`src/rtl/div_ctrl_if.sv`:
```
`default_nettype none
// ============================================================================
// Module      : div_ctrl_if
// Description : EX-stage <-> divide sequencer bundle. The master (EX) issues
//               operands/start/annul; the slave (div_ctrl) returns the
//               {remainder, quotient} result, ready and stall request.
// Revision    : 1.0 - initial release
// ============================================================================
interface div_ctrl_if #(
    parameter int DATA_W = 32
);
    logic                  signed_div_i;
    logic [DATA_W-1:0]     opdata1_i;
    logic [DATA_W-1:0]     opdata2_i;
    logic                  start_i;
    logic                  annul_i;
    logic [2*DATA_W-1:0]   result_o;
    logic                  ready_o;
    logic                  stallreq_o;

    modport master (
        output signed_div_i, opdata1_i, opdata2_i, start_i, annul_i,
        input  result_o, ready_o, stallreq_o
    );

    modport slave (
        input  signed_div_i, opdata1_i, opdata2_i, start_i, annul_i,
        output result_o, ready_o, stallreq_o
    );
endinterface
`default_nettype wire

```
`src/rtl/div_ctrl.sv`:
```
`default_nettype none
// ============================================================================
// Module      : div_ctrl
// Description : Multi-cycle radix-2 shift-subtract divide sequencer for the
//               EX stage. Works on operand magnitudes, one quotient bit per
//               cycle, then applies the MIPS sign correction. Raises a stall
//               request while a divide is in flight and aborts on annul.
// Revision    : 1.0 - initial release
// ============================================================================
module div_ctrl #(
    parameter int DATA_W = 32
) (
    input  wire logic      clk,
    input  wire logic      rst,
    div_ctrl_if.slave      bus
);

    localparam int              CNT_W  = $clog2(DATA_W) + 1;
    localparam int              WORK_W = 2 * DATA_W + 1;
    localparam logic [CNT_W-1:0] C_LAST = CNT_W'(DATA_W);
    localparam logic [CNT_W-1:0] C_ONE  = CNT_W'(1);

    typedef enum logic [1:0] {
        ST_IDLE   = 2'd0,
        ST_BYZERO = 2'd1,
        ST_RUN    = 2'd2,
        ST_DONE   = 2'd3
    } state_t;

    state_t                 r_state;
    state_t                 w_state_nxt;
    logic [CNT_W-1:0]       r_cnt;
    logic [CNT_W-1:0]       w_cnt_nxt;
    logic [WORK_W-1:0]      r_work;
    logic [WORK_W-1:0]      w_work_nxt;
    logic [DATA_W-1:0]      r_dvs_mag;
    logic [DATA_W-1:0]      w_dvs_mag_nxt;
    logic                   r_q_neg;
    logic                   w_q_neg_nxt;
    logic                   r_r_neg;
    logic                   w_r_neg_nxt;
    logic [2*DATA_W-1:0]    r_result;
    logic [2*DATA_W-1:0]    w_result_nxt;
    logic                   r_ready;
    logic                   w_ready_nxt;

    logic                   w_start_ok;
    logic                   w_dvd_neg;
    logic                   w_dvs_neg;
    logic [DATA_W-1:0]      w_dvd_mag_in;
    logic [DATA_W-1:0]      w_dvs_mag_in;
    logic [DATA_W:0]        w_diff;
    logic [DATA_W-1:0]      w_q_raw;
    logic [DATA_W-1:0]      w_r_raw;
    logic [DATA_W-1:0]      w_q_fix;
    logic [DATA_W-1:0]      w_r_fix;

    // An annul in IDLE suppresses the start request.
    assign w_start_ok   = bus.start_i & ~bus.annul_i;

    // Operand signs only matter for DIV; DIVU treats the MSB as magnitude.
    assign w_dvd_neg    = bus.signed_div_i & bus.opdata1_i[DATA_W-1];
    assign w_dvs_neg    = bus.signed_div_i & bus.opdata2_i[DATA_W-1];
    assign w_dvd_mag_in = w_dvd_neg ? -bus.opdata1_i : bus.opdata1_i;
    assign w_dvs_mag_in = w_dvs_neg ? -bus.opdata2_i : bus.opdata2_i;

    // One extra bit so the borrow shows up as the sign of the trial subtract.
    assign w_diff  = {1'b0, r_work[2*DATA_W-1:DATA_W]} - {1'b0, r_dvs_mag};

    // Quotient bits accumulate at the bottom; the partial remainder ends up
    // one position above the quotient because of the initial left shift.
    assign w_q_raw = r_work[DATA_W-1:0];
    assign w_r_raw = r_work[2*DATA_W:DATA_W+1];
    assign w_q_fix = r_q_neg ? -w_q_raw : w_q_raw;
    assign w_r_fix = r_r_neg ? -w_r_raw : w_r_raw;

    assign bus.result_o   = r_result;
    assign bus.ready_o    = r_ready;
    assign bus.stallreq_o = bus.start_i & ~bus.annul_i & ~r_ready;

    // State register.
    always_ff @(posedge clk or posedge rst) begin
        if (rst) begin
            r_state <= ST_IDLE;
        end else begin
            r_state <= w_state_nxt;
        end
    end

    // Next-state and datapath next values; everything holds unless changed.
    always_comb begin
        w_state_nxt   = r_state;
        w_cnt_nxt     = r_cnt;
        w_work_nxt    = r_work;
        w_dvs_mag_nxt = r_dvs_mag;
        w_q_neg_nxt   = r_q_neg;
        w_r_neg_nxt   = r_r_neg;
        w_result_nxt  = r_result;
        w_ready_nxt   = r_ready;

        case (r_state)
            ST_IDLE: begin
                w_cnt_nxt = '0;
                if (w_start_ok) begin
                    w_q_neg_nxt   = w_dvd_neg ^ w_dvs_neg;
                    w_r_neg_nxt   = w_dvd_neg;
                    w_dvs_mag_nxt = w_dvs_mag_in;
                    if (bus.opdata2_i == '0) begin
                        w_state_nxt = ST_BYZERO;
                    end else begin
                        w_state_nxt = ST_RUN;
                        w_work_nxt  = {{DATA_W{1'b0}}, w_dvd_mag_in, 1'b0};
                    end
                end
            end

            ST_BYZERO: begin
                // Divide by zero: no trap, result pinned to zero.
                w_result_nxt = '0;
                if (bus.annul_i) begin
                    w_state_nxt = ST_IDLE;
                    w_ready_nxt = 1'b0;
                end else begin
                    w_state_nxt = ST_DONE;
                    w_ready_nxt = 1'b1;
                end
            end

            ST_RUN: begin
                // Annul takes priority, including on the completion edge.
                if (bus.annul_i) begin
                    w_state_nxt  = ST_IDLE;
                    w_ready_nxt  = 1'b0;
                    w_result_nxt = '0;
                end else if (r_cnt == C_LAST) begin
                    w_state_nxt  = ST_DONE;
                    w_ready_nxt  = 1'b1;
                    w_result_nxt = {w_r_fix, w_q_fix};
                end else begin
                    if (w_diff[DATA_W]) begin
                        w_work_nxt = {r_work[2*DATA_W-1:0], 1'b0};
                    end else begin
                        w_work_nxt = {w_diff[DATA_W-1:0], r_work[DATA_W-1:0], 1'b1};
                    end
                    w_cnt_nxt = r_cnt + C_ONE;
                end
            end

            ST_DONE: begin
                // Result stays up until EX drops start (annul counts as a drop).
                if (!bus.start_i || bus.annul_i) begin
                    w_state_nxt  = ST_IDLE;
                    w_ready_nxt  = 1'b0;
                    w_result_nxt = '0;
                end
            end

            default: begin
                w_state_nxt  = ST_IDLE;
                w_ready_nxt  = 1'b0;
                w_result_nxt = '0;
            end
        endcase
    end

    // Datapath registers, cleared asynchronously so a reset aborts at once.
    always_ff @(posedge clk or posedge rst) begin
        if (rst) begin
            r_cnt     <= '0;
            r_work    <= '0;
            r_dvs_mag <= '0;
            r_q_neg   <= 1'b0;
            r_r_neg   <= 1'b0;
            r_result  <= '0;
            r_ready   <= 1'b0;
        end else begin
            r_cnt     <= w_cnt_nxt;
            r_work    <= w_work_nxt;
            r_dvs_mag <= w_dvs_mag_nxt;
            r_q_neg   <= w_q_neg_nxt;
            r_r_neg   <= w_r_neg_nxt;
            r_result  <= w_result_nxt;
            r_ready   <= w_ready_nxt;
        end
    end

endmodule
`default_nettype wire

```
`src/flat_wrapper.sv`:
```
// flat-port wrapper written by rule: the top's interface ports become plain ports
module div_ctrl_flat 
#(
    parameter int DATA_W = 32
)
  (clk, rst, bus_signed_div_i, bus_opdata1_i, bus_opdata2_i, bus_start_i, bus_annul_i, bus_result_o, bus_ready_o, bus_stallreq_o);
  div_ctrl_if #(.DATA_W(DATA_W)) bus_i ();
  input  wire logic clk;
  input  wire logic rst;
  input wire logic [$bits(bus_i.signed_div_i)-1:0] bus_signed_div_i;
  input wire logic [$bits(bus_i.opdata1_i)-1:0] bus_opdata1_i;
  input wire logic [$bits(bus_i.opdata2_i)-1:0] bus_opdata2_i;
  input wire logic [$bits(bus_i.start_i)-1:0] bus_start_i;
  input wire logic [$bits(bus_i.annul_i)-1:0] bus_annul_i;
  output wire logic [$bits(bus_i.result_o)-1:0] bus_result_o;
  output wire logic [$bits(bus_i.ready_o)-1:0] bus_ready_o;
  output wire logic [$bits(bus_i.stallreq_o)-1:0] bus_stallreq_o;
  assign bus_i.signed_div_i = bus_signed_div_i;
  assign bus_i.opdata1_i = bus_opdata1_i;
  assign bus_i.opdata2_i = bus_opdata2_i;
  assign bus_i.start_i = bus_start_i;
  assign bus_i.annul_i = bus_annul_i;
  assign bus_result_o = bus_i.result_o;
  assign bus_ready_o = bus_i.ready_o;
  assign bus_stallreq_o = bus_i.stallreq_o;
  div_ctrl #(.DATA_W(DATA_W)) u_core (.clk(clk), .rst(rst), .bus(bus_i));
endmodule
```
`config.mk`:
```
export PLATFORM = sky130hd
export DESIGN_NAME = div_ctrl_flat
export DESIGN_NICKNAME = d
export VERILOG_FILES = /design/src/rtl/div_ctrl_if.sv /design/src/rtl/div_ctrl.sv /design/src/flat_wrapper.sv
export SDC_FILE = /design/constraint.sdc
export NUM_CORES = 1
export LEC_CHECK = 0
export CAP_MARGIN = 5
export CORE_MARGIN = 3
export CORE_UTILIZATION = 60
export DETAILED_ROUTE_END_ITERATION = 8
export GPL_ROUTABILITY_DRIVEN = 0
export PLACE_DENSITY_LB_ADDON = 0.25
export SLEW_MARGIN = 0
export SYNTH_ARGS = -nofsm -noshare
export SYNTH_HDL_FRONTEND = slang
export SYNTH_SLANG_ARGS = --single-unit
```
`constraint.sdc`:
```
create_clock -name clk -period 13.6 [get_ports clk]
set_clock_uncertainty 0.2 [all_clocks]
set_input_delay 1.36 -clock clk [delete_from_list [all_inputs] [get_ports clk]]
set_output_delay 1.36 -clock clk [all_outputs]
set_load 0.005 [all_outputs]
```
==> results of run 1 <==
layout make-up:
| type | instances | area [µm²] | area share [%] |
|---|---|---|---|
| sequential | 172 | 4304 | 32.43 |
| tap | 229 | 286.5 | 2.159 |
| inverter | 53 | 203.9 | 1.537 |
| timing repair buffer | 138 | 1371 | 10.33 |
| clock inverter | 14 | 121.4 | 0.9146 |
| clock buffer | 18 | 439.2 | 3.309 |
| multi-input combinational | 1046 | 6544 | 49.31 |
power by group:
group          switching [W]  internal (W)
sequential          0.000234      0.000721
combinational       0.000946      0.000695
clock               0.000226      0.000246
total                0.00140       0.00166
layer usage:
metal	global-route usage, %	share of wire, %
met1	41.46	47
met2	42.78	44
met3	5.324	7.1
met4	6.838	1.2
met5	0	0
sequential cells by signal, summed over array words and instances, names as in the netlist:
name                 cells
u_core.bus.ready_o       1
u_core.bus.result_o     64
u_core.r_cnt             6
u_core.r_dvs_mag        32
u_core.r_q_neg           1
u_core.r_r_neg           1
u_core.r_state           2
u_core.r_work           65
cell families (layout without fill, tap and decap cells):
family | Yosys count | after routing | synth area share [%]
simple gates | 435 | 435 | 18.05
fa+ha+maj | 43 | 43 | 4.819
mux | 9 | 9 | 0.8289
xor+xnor | 146 | 146 | 11.30
buf+inv | 124 | 223 | 4.432
compound gates | 413 | 413 | 22.56
flops | 172 | 172 | 38.02
through the flow:
stage          cell area (µm²)  total power, W
6_report                 13270        0.003067
5_1_grt                  13270        0.003313
4_1_cts                  13270        0.003052
3_5_place_dp             12710        0.002563
3_3_place_gp             12710        0.002496
2_1_floorplan            11320        0.002041
final timing paths:
kind                                                     start  slack, ns                             endpoint  cells past startpoint
setup reg to reg                 u_core.r_state[0]$_DFFE_PP0P_       9.42  u_core.bus.result_o[21]$_DFFE_PP0P_                      8
hold reg to reg            u_core.bus.result_o[46]$_DFFE_PP0P_       0.28  u_core.bus.result_o[46]$_DFFE_PP0P_                      2
min in group asynchronous                                  rst       1.20        u_core.r_work[17]$_DFFE_PP0P_                      2
setup / recovery                             bus_opdata2_i[12]       8.87        u_core.r_work[31]$_DFFE_PP0P_                     10
max in group asynchronous                                  rst      10.37  u_core.bus.result_o[49]$_DFFE_PP0P_                      3
hold / removal             u_core.bus.result_o[46]$_DFFE_PP0P_       0.28  u_core.bus.result_o[46]$_DFFE_PP0P_                      2
synth_stat cells (all sizes together) (6+ instances only):
cell type  count
a21o          14
a21oi         73
a32oi         12
and2           9
buf           19
clkbuf        52
dfrtp        172
ha            42
inv           53
mux2i          6
nand2        219
nand2b        16
nand3         32
nand4          6
nor2          65
nor2b          6
nor3          16
nor4           8
o21a           6
o21ai        192
o311ai        22
o31ai         42
o41ai         15
or2            7
or3           23
or4           14
xnor2         31
xor2         115
worst max-delay path, cell delays in order:
cell and delay (ns):
clkdlybuf4s50_1 0.48, or4_1 0.63, nor4_1 0.26, nand4_1 0.24, or4_4 0.50, nand2_1 0.10
a211o_2 0.12, buf_4 0.67, or2_2 0.29, o221ai_1 0.11
==> out/qor.csv, run 1 <==
metric,value,unit
grt_overflow,0,
ys_ff_latch,172,
initial_core_util,61.96,%
clkTransAtPathRegs,0.07,ns
criticalPathCategory,input pin to flop,
netlist_instances,1342,
cp_max_fo,96,
synthesis.nets,1454,
yosys.area.top_type,dfrtp_1,
layout.cells.most_common,nand2_1,
cts_resized,0,
grt_pass1_vias,9289,
status,completed,
syn_area,11320,µm²
slew_headroom,26.31,%
peakVddDrop,190.6,µV
grt_setup_unrepaired,false,
drive_gt1_share,4.788,%
drtIter0Drc,913,
setup_ws,8.868,ns
post_cts_buffers,0,
finalNonFillerCells,1670,
tns,0,ns
worstMarginPinSlew,1.105,ns
synthTopCellsByArea,"dfrtp_1 (38%), xor2_1 (8.9%), o21ai_0 (8.0%)",
synth-edff-count,0,
clock_path_buffers,2,
drt_wl_total,28.44,mm
via_per_inst,6.035,
fill_cells,1450,
setup_viol,0,
hp-class,flop to flop,
row_count,49,
drc,0,
synth_top_flop_cell,dfrtp_1,
core-area,18270,µm²
synth_top_area_share,38.02,%
place_ws,8.471,ns
diodes,0,
ys_types,68,
grt.total_usage,27.97,%
clk_latency,0.44,ns
port_buffers,134,
fin_crit_sh,34.79,%
slew_violations,0,
finalCriticalPeriod,4.732,ns
grt_pass1_wl,46.57,mm
cts_buffers,17,
grt_max_degree,97,
synth_warnings,0,
cp-end-kind,flop,
holdWs,0.2766,ns
hold_viol,0,
syn_area_per_cell,8.436,µm²
nets,1540,
dieArea,20550,µm²
powerDensity,231.1,nW/µm²
crit_required,13.67,ns
max_cap_violations,0,
antenna_found_initial,0,
arrival,4.80,ns
synth-seq-area-share,38.02,%
hold_buffers,0,
cts-root-buf,clkbuf_16,
layout-area-overhead-vs-synth,17.22,%
firstDrtPassIters,5,
start_kind,input pin,
htreeDepth,4,
cts_num_sinks,172,
utilization,72.63,%
dpl.cell_count,1638,
p_leak,5.623,nW
fp.dieH,143.4,µm
max_clock_freq,211.3,MHz
mostFrequentLayoutCells,"nand2_1 (217), o21ai_0 (182), dfrtp_1 (172)",
post_drt_wl_per_cell,17.03,µm
fp.dieW,143.4,µm
cts_tree,done,
hpwl,20.32,mm
async_reset_ff_share,100.0,%
pin_count,135,
num_vias,10080,
drtAntennaViolNets,0,
(Power assumes the default switching activity.)
==> inputs of run 2 (changes only) <==
CORE_UTILIZATION = 52   (was 60)
clock period = 4.3 ns   (was 13.6 ns; I/O delays follow)
==> run 2 against run 1 <==
  * Core utilization is 9.4 points lower
  * Wire length is 1.5% lower
  * Critical path depth is 1 lower
==> out/qor.csv, run 2 (synthesis results as in run 1) <==
metric,value,unit,change
grt_pass1_vias,9199,,was 9289
grt_pass1_wl,46.42,mm,was 46.57 mm
drtIter0Drc,818,,was 913
drtAntennaViolNets,0,,unchanged
num_vias,10080,,unchanged
clock_path_buffers,2,,unchanged
arrival,3.81,ns,was 4.80 ns
fp.dieW,153.6,µm,was 143.4 µm
antenna_found_initial,0,,unchanged
cts-root-buf,clkbuf_16,,unchanged
peakVddDrop,466.8,µV,was 190.6 µV
top_register,u_core.r_work,,unchanged
rrSetupSlack,0.66,ns,was 9.42 ns
drc,0,,unchanged
start_kind,input pin,,unchanged
grt_setup_unrepaired,false,,unchanged
mostFrequentLayoutCells,"nand2_1 (217), o21ai_0 (182), dfrtp_1 (172)",,unchanged
place_area,12830,µm²,was 12710 µm²
hp-class,flop to flop,,unchanged
clk_latency,0.43,ns,was 0.44 ns
hpwl,20.52,mm,was 20.32 mm
cp_max_fo,44,,was 96
port_buffers,134,,unchanged
layout-area-overhead-vs-synth,18.60,%,was 17.22%
worstMarginPinSlew,1.065,ns,was 1.105 ns
post_cts_buffers,0,,unchanged
clkTransAtPathRegs,0.07,ns,about the same
post_drt_wl_per_cell,16.27,µm,was 17.03 µm
initial_core_util,53.35,%,was 61.96%
drt_wl_total,28.01,mm,was 28.44 mm
reg2reg_from,u_core.r_work[37]$_DFFE_PP0P_,,was u_core.r_state[0]$_DFFE_PP0P_
criticalPathCategory,input pin to flop,,unchanged
cts_tree,done,,unchanged
grt.total_usage,23.60,%,was 27.97%
row_count,53,,was 49
status,completed,,unchanged
critPathLaunch,bus_opdata2_i[12],,unchanged
fin_crit_sh,86.55,%,
powerDensity,725.7,nW/µm²,was 231.1 nW/µm²
firstDrtPassIters,5,,unchanged
max_cap_violations,0,,unchanged
pin_count,135,,unchanged
tns,0,ns,unchanged
fp.dieH,153.6,µm,was 143.4 µm
grt_max_degree,173,,was 97
core-area,21220,µm²,was 18270 µm²
hold_buffers,0,,unchanged
nets,1545,,was 1540
max_clock_freq,268.7,MHz,
slew_headroom,28.98,%,was 26.31%
cts_resized,0,,unchanged
r2r-end,u_core.r_work[52]$_DFFE_PP0P_,,was u_core.bus.result_o[21]$_DFFE_PP0P_
layout.cells.most_common,nand2_1,,unchanged
diodes,0,,unchanged
htreeDepth,4,,unchanged
slew_violations,0,,unchanged
finalCriticalPeriod,3.721,ns,
cp-end-kind,flop,,unchanged
p_leak,5.651,nW,was 5.623 nW
via_per_inst,5.856,,was 6.035
grt_overflow,0,,unchanged
hold_viol,0,,unchanged
r2r_cells,10,,was 8
largest_register_ff_count,65,,unchanged
utilization,63.27,%,was 72.63%
cts_buffers,17,,unchanged
final_cell_area,13430,µm²,was 13270 µm²
crit_end,u_core.r_work[9]$_DFFE_PP0P_,,was u_core.r_work[31]$_DFFE_PP0P_
fill_cells,1865,,was 1450
dieArea,23580,µm²,was 20550 µm²
setup_viol,0,,unchanged
drive_gt1_share,5.048,%,was 4.788%
crit_required,4.38,ns,was 13.67 ns
cts_num_sinks,172,,unchanged
## run 2: cell types whose count changed in the layout (fill, tap and decap cells not counted), sizes merged
cell / before / now
bufinv: 0 / 2
clkbuf: 18 / 20
clkinvlp: 1 / 7
clkinv: 3 / 1
inv: 63 / 55
buf: 4 / 9
## run 2: area by class of cell
class	count	area, µm²	area share (%)
clock buffers	20	456.7	3.401
clock inverters	12	136.4	1.016
inverters	53	202.7	1.510
multi-input cells	1046	6536	48.68
flip-flops and latches	172	4304	32.06
well taps	275	344.1	2.563
repair buffers	143	1446	10.77
## run 2: power by group
part	switching (W)	internal, W	total (W)
sequential	0.000748	0.00228	0.00303
clock	0.000666	0.000891	0.00156
combinational	0.00292	0.00224	0.00516
total	0.00433	0.00541	0.00974
## run 2: worst min path at each step
stage                                                    from                                   to  slack, ns  cells after the start
after floorplan              u_core.r_dvs_mag[10]$_DFFE_PP0P_     u_core.r_dvs_mag[10]$_DFFE_PP0P_       0.25                      2
after global placement    u_core.bus.result_o[25]$_DFFE_PP0P_  u_core.bus.result_o[25]$_DFFE_PP0P_       0.26                      2
after detailed placement  u_core.bus.result_o[38]$_DFFE_PP0P_  u_core.bus.result_o[38]$_DFFE_PP0P_       0.27                      2
after CTS                 u_core.bus.result_o[38]$_DFFE_PP0P_  u_core.bus.result_o[38]$_DFFE_PP0P_       0.28                      2
after global routing       u_core.bus.result_o[7]$_DFFE_PP0P_   u_core.bus.result_o[7]$_DFFE_PP0P_       0.30                      2
final                      u_core.bus.result_o[6]$_DFFE_PP0P_   u_core.bus.result_o[6]$_DFFE_PP0P_       0.28                      2
## run 2: per-layer routing
| metal | share of wire (%) | track usage (%) | up-vias |
|---|---|---|---|
| met4 | 1.1 | 4.794 | 0 |
| met1 | 49 | 36.38 | 4775 |
| met5 | 0 | 0 | - |
| met2 | 43 | 35.43 | 330 |
| li1 | - | - | 4952 |
| met3 | 6.2 | 3.715 | 22 |
## run 2: through the flow
step,total power (W),hold slack (ns),instances,setup slack (ns)
CTS,0.009718,0.2834,1721,0.6792
finish,0.009743,0.2765,1721,0.5786
global route,0.01059,0.2998,1721,0.4216
global placement,0.007993,0.2613,1689,0.4482
detailed placement,0.008142,0.2687,1689,0.2710
floorplan,0.006457,0.2498,1342,1.171
## run 2: critical path, stage by stage
cell and delay (ns):
clkdlybuf4s50_1 0.49, or4_1 0.64, nor4_1 0.39, nand4_1 0.27, or4_4 0.52, nand2_1 0.09, a211o_2 0.36, buf_4 0.43
o21ai_0 0.17
